## src/rtl/sync_updown_counter.sv

```systemverilog
// sync_updown_counter: free-running binary up/down counter.
// Counts by one on every rising clock edge in the direction selected by 'up',
// wrapping modulo 2^WIDTH in both directions. The output is the state register
// itself, so there is no combinational path from any input to 'count'.
module sync_updown_counter #(
    parameter int unsigned           WIDTH       = 4,
    parameter logic [WIDTH-1:0]      RESET_VALUE = '0
) (
    input  logic             up,
    input  logic             clk,
    input  logic             reset,
    output logic [WIDTH-1:0] count
);

    // Step the count each edge; reset forces RESET_VALUE immediately and wins over the clock
    always_ff @(posedge clk or posedge reset) begin
        if (reset) begin
            count <= RESET_VALUE;
        end else if (up) begin
            count <= count + WIDTH'(1);
        end else begin
            count <= count - WIDTH'(1);
        end
    end

endmodule

```

## config.mk

```make
export PLATFORM = sky130hd
export DESIGN_NAME = sync_updown_counter
export DESIGN_NICKNAME = d
export VERILOG_FILES = /design/src/rtl/sync_updown_counter.sv
export SDC_FILE = /design/constraint.sdc
export NUM_CORES = 1
export LEC_CHECK = 0
export ABC_CLOCK_PERIOD_IN_PS = 3600
export BUFFER_PORTS_ARGS = -buffer_cell sky130_fd_sc_hd__buf_4
export CAP_MARGIN = 20
export CORE_AREA = 2 2 39 41
export DETAILED_ROUTE_END_ITERATION = 6
export DIE_AREA = 0 0 41 43
export PLACE_DENSITY = 0.3
export SETUP_SLACK_MARGIN = 0.1
export SYNTH_ARGS = -nofsm -noshare
export SYNTH_HDL_FRONTEND = slang
export SYNTH_SLANG_ARGS = --single-unit
```

## constraint.sdc

```tcl
create_clock -name clk -period 3.6 [get_ports clk]
set_clock_uncertainty 0.2 [all_clocks]
set_input_delay 0.54 -clock clk [delete_from_list [all_inputs] [get_ports clk]]
set_output_delay 0.54 -clock clk [all_outputs]
set_load 0.05 [all_outputs]
```

==> results_dict.tcl, run 1 <==
set metrics [dict create \
    ir_worst_vdd_uv 258 \
    top_regs "count (4)" \
    critPathLaunchType "flip-flop" \
    end_kind "output pin" \
    p_int_uw 160 \
    cts.repair.resized 0 \
    grt_pass1_wl_um 607 \
    holdBufCountCts 1 \
    n_antenna_cell 0 \
    ys_warn_count 0 \
    dieHeight_um 43 \
    syn2layout_area_growth_pct 49.1 \
    post_drt_via_cell_ratio 3.12 \
    portBuffers 6 \
    synth_top_area_cell "dfrtp_1" \
    cpLargestDelayFamily "flip-flops" \
    cp_data_arrival_time_ps 850 \
    slew_violations 0 \
    crit_fanout 4 \
    cts.clk_slew.worst_paths_ps 40 \
    multi_input_area_sq_um 87.6 \
    sequentialPowerShare_pct 26.5 \
    initial_core_util_pct 14.4 \
    final_common_cell "buf_4" \
    antenna_found_initial 0 \
    syn_nets 21 \
    tns_ps 0 \
    synth.area.top_cells "dfrtp_1 50%, ha_1 13%, fa_1 10%" \
    boundaryPins 7 \
    placedCellCount 37 \
    htreeDepth 1 \
    cts_inserted_buffers 3 \
    cts_tree "done" \
    path_buf_inv 1 \
    cap_violations 0 \
    netSwitchingPower_uw 128 \
    cts_setup_buffers 0 \
    critPathRequiredTime_ps 2860 \
    status "complete, no violations" \
    synthCells 15 \
    row_count 14 \
    wl_per_cell_um 8.63 \
    drc 0 \
    swShare_pct 44.6 \
    design.core.area_sq_mm 0.00138 \
    clk_latency_ps 240 \
    grt.overflow.total 0 \
    ys_ff_latch 4 \
    drt-initial-drc-count 0 \
    slew_headroom_pct 88.0 \
    hold_path.class "reg -> reg" \
    max_stage_delay_ps 400 \
    rsz0062_at_grt "false" \
    fp.dieW_um 41 \
    first_pass_iters 1 \
    seq_area_sq_um 100 \
    min_period_ps 1590 \
    fmax_mhz 627 \
    final_cell_mix "6 x buf_4, 4 x dfrtp_1, 3 x inv_1, 3 x clkbuf_4" \
    p_per_area_mw_per_mm2 972 \
    worstSetupPathType "reg -> out" \
    clockPowerShare_pct 19.5 \
    ant_nets 0 \
    clock_sinks 4 \
    synth_area_sq_um 199 \
    largest_register_ffs 4 \
    nFillCells 143 \
    setup_viol 0 \
    grt_usage_pct 6.14 \
    tightest_slew_ps 179 \
    regMostFlops "count" \
    synth_top_area_share_pct 50.3 \
    nets 33 \
    fin_crit_sh_pct 44.3 \
    cpMaxStageDelayCell "dfrtp_1" \
    grt_start_max_net_pins 5 \
    drive_gt1_share_pct 40.0 \
    holdWs_ps 297 \
    ys_types 8 \
    dieArea_sq_mm 0.00176 \
    p_comb_share_pct 54.0 \
    fin_cells 41 \
    vias 128 \
    wl_um 354 \
    hold_viol_final 0 \
    p_leak_nw 0.149 \
    gp_congestion 0.634 \
    grt_pass1_vias 137 \
    crit_chain "buf_4" \
    avgSynthCellArea_sq_um 13.3 \
    ys_seq_area_share_pct 50.3 \
    root_buffer "clkbuf_4" \
    cts_buffer_depth 2 \
]
synth_stat cells, drive strengths merged:
master,count
fa,1
a21oi,1
ha,2
a21o,1
xor2,1
dfrtp,4
inv,3
xnor2,2
power groups by stage:
stage	logic, mW	clock network, mW	registers, mW
6_report	0.156	0.0564	0.0763
5_1_grt	0.167	0.0634	0.0788
3_5_place_dp	0.157	0	0.0774
4_1_cts	0.158	0.0601	0.0767
3_3_place_gp	0.156	0	0.0771
2_1_floorplan	0.0552	0	0.138
path summary, 6_finish.rpt:
kind | depth (start not counted) | to | start | slack (ps)
worst max-delay path | 1 | count[0] | count[0] | 2010
worst max register to register | 4 | count[3] | count[1] | 2200
min in group asynchronous | 3 | count[3] | reset | 550
worst min-delay path | 1 | count[0] | count[0] | 300
max in group asynchronous | 3 | count[0] | reset | 2490
worst min register to register | 1 | count[0] | count[0] | 300
area by class of cell:
| class | instances | share of cell area [%] |
|---|---|---|
| clock buffer | 3 | 7.59 |
| inverter | 3 | 3.80 |
| multi-input combinational | 8 | 29.5 |
| sequential | 4 | 33.8 |
| tap | 16 | 6.75 |
| timing repair buffer | 7 | 18.6 |
layer usage:
metal	vias to the layer above	global-route usage, %	part of all wire (%)
li1	66	-	-
met2	4	5.63	46
met1	58	7.14	47
met3	0	4.71	6.5
met5	-	0	0
met4	0	8.00	0
stage by stage:
| step | instance area [sq um] | power [mW] | utilization, % | setup WS (ps) |
|---|---|---|---|---|
| 4_1_cts | 297 | 0.295 | 21.4 | 1980 |
| 2_1_floorplan | 199 | 0.193 | - | 1930 |
| 5_1_grt | 297 | 0.309 | 21.4 | 1960 |
| 6_report | 297 | 0.288 | 21.4 | 2010 |
| 3_3_place_gp | 264 | 0.233 | 19.1 | 1830 |
| 3_5_place_dp | 264 | 0.234 | 19.1 | 1830 |
logic make-up (layout without fill, tap and decap cells):
family | Yosys count | count (layout) | share of synthesized area, %
flip-flops | 4 | 4 | 50.3
XOR/XNOR | 3 | 3 | 13.2
AO/OA/AOI/OAI | 2 | 2 | 8.18
adder cells (fa/ha/maj) | 3 | 3 | 22.6
buffers and inverters | 3 | 13 | 5.66
Power figures use the tool's default switching activity.
==> run 2, diff against run 1 <==
- ABC_AREA: unset -> 1
- ABC_CLOCK_PERIOD_IN_PS: 3600 -> 1550
- clock period: 3.6 -> 1.55 ns (I/O delays scaled with it)
==> results_dict.tcl, run 2 <==
set metrics [dict create \
    status "complete, no violations" \
    slew_violations 0 \
    grt_pass1_wl_um 552 \
    ant_nets 0 \
    fin_crit_sh_pct 87.9 \
    avgSynthCellArea_sq_um 9.07 \
    syn2layout_area_growth_pct 48.3 \
    clock_sinks 4 \
    end_kind "flip-flop" \
    crit_chain "ha_1 -> or2_1 -> nand3_1 -> nand2_1" \
    cpLargestDelayFamily "flip-flops" \
    ys_warn_count 0 \
    wl_per_cell_um 7.25 \
    ir_worst_vdd_uv 415 \
    drive_gt1_share_pct 34.3 \
    synth_area_sq_um 218 \
    regMostFlops "count" \
    initial_core_util_pct 15.7 \
    wl_um 370 \
    rrSetupSlack_ps 190 \
    syn_nets 30 \
    cts_inserted_buffers 3 \
    gp_congestion 0.617 \
    row_count 14 \
    crit_fanout 2 \
    cpMaxStageDelayCell "dfrtp_2" \
    setup_viol 0 \
    clockPowerShare_pct 20.0 \
    portBuffers 6 \
    critPathRequiredTime_ps 1470 \
    synthCells 24 \
    ys_ff_latch 4 \
    tightest_slew_ps 168 \
    dieArea_sq_mm 0.00176 \
    max_stage_delay_ps 390 \
    boundaryPins 7 \
    cts_buffer_depth 2 \
    first_pass_iters 2 \
    grt_usage_pct 5.45 \
    cp_data_arrival_time_ps 1280 \
    vias 177 \
    grt_pass1_vias 158 \
    dieHeight_um 43 \
    antenna_found_initial 0 \
    final_common_cell "nand2_1" \
    critPathLaunchType "flip-flop" \
    cts_tree "done" \
    p_comb_share_pct 53.8 \
    nets 42 \
    root_buffer "clkbuf_4" \
    largest_register_ffs 4 \
    drt-initial-drc-count 2 \
    final_cell_mix "8 x nand2_1, 6 x buf_4, 5 x inv_1" \
    holdBufCountCts 1 \
    cts_setup_buffers 0 \
    design.core.area_sq_mm 0.00138 \
    clk_latency_ps 230 \
    cts.repair.resized 0 \
    synth_ff_type "dfrtp_1" \
    grt_start_max_net_pins 5 \
    dpl.hpwl_um 335 \
    synth.area.top_cells "dfrtp_1 46%, nand2_1 14%, ha_1 11%" \
    p_int_uw 374 \
    final_util_pct 23.3 \
    swShare_pct 45.7 \
    slew_headroom_pct 88.8 \
    nFillCells 156 \
    p_leak_nw 0.177 \
    ys_seq_area_share_pct 46.0 \
    synth_top_area_share_pct 46.0 \
    tns_ps 0 \
    fmax_mhz 734 \
    worstSetupPathType "reg -> reg" \
    post_drt_via_cell_ratio 3.47 \
    netSwitchingPower_uw 315 \
    path_buf_inv 0 \
    htreeDepth 1 \
    synth_common_cells "8 x nand2_1, 5 x inv_1, 4 x dfrtp_1" \
    p_per_area_mw_per_mm2 2140 \
    cap_violations 0 \
    n_antenna_cell 0 \
    synthArstFlopShare_pct 100 \
    fp.dieW_um 41 \
    drc 0 \
    top_regs "count (4)" \
    hold_viol_final 0 \
    cts.clk_slew.worst_paths_ps 30 \
    grt.overflow.total 0 \
    ys_types 9 \
    hold_path.class "in -> reg" \
    min_period_ps 1360 \
    synth_most_common_cell "nand2_1" \
    sequentialPowerShare_pct 26.2 \
    synth_top_area_cell "dfrtp_1" \
    synth-edff-count 0 \
    rsz0062_at_grt "false" \
]
run 2: layout make-up:
type	count	area [sq um]	area share [%]
Sequential cell	4	104	32.2
Multi-Input combinational cell	15	98.8	30.6
Timing Repair Buffer	7	55.1	17.1
Clock buffer	4	26.3	8.14
Tap cell	16	20.0	6.20
Inverter	5	18.8	5.81
run 2: power groups by stage:
stage / combinational [mW] / sequential, mW / clock [mW]
after detailed placement: 0.376 / 0.184 / 0
after CTS: 0.380 / 0.183 / 0.148
after floorplan: 0.130 / 0.325 / 0
final: 0.371 / 0.181 / 0.138
after global placement: 0.376 / 0.185 / 0
after global routing: 0.411 / 0.189 / 0.154
run 2: stage by stage:
step	worst slack [ps]	hold slack [ps]	cell area, sq um	total power, mW	instances
6_report	188	176	323	0.690	51
4_1_cts	173	175	323	0.711	51
3_3_place_gp	89.8	-67.9	287	0.561	46
5_1_grt	119	209	323	0.754	51
3_5_place_dp	94.0	-61.5	287	0.560	46
2_1_floorplan	72.2	-202	221	0.456	24
run 2: cell families after synthesis:
| group | Yosys count | synth area share [%] |
|---|---|---|
| adder cells (fa/ha/maj) | 3 | 20.7 |
| XOR/XNOR | 1 | 4.02 |
| AND/OR/NAND/NOR | 11 | 20.7 |
| flip-flops | 4 | 46.0 |
| buffers and inverters | 5 | 8.62 |
run 2: worst min-delay path, delay by kind of cell:
kind,cells,cell delay (ps)
buf+inv,1,80
simple gates,4,250
run 2: path summary, 6_finish.rpt:
check                           end  cells past startpoint  startpoint
max                        count[3]                      4    count[2]
min                        count[3]                      5          up
max reg2reg                count[3]                      4    count[2]
min reg2reg                count[0]                      1    count[0]
max in group asynchronous  count[2]                      3       reset
min in group asynchronous  count[0]                      3       reset
run 2: routing by layer:
metal  vias up  track usage (%)  share of wire, %
li1         94                -                 -
met1        79             4.25                40
met2         4             6.88                52
met3         0             3.66               7.0
met4         0             8.00                 0
met5         -                0                 0
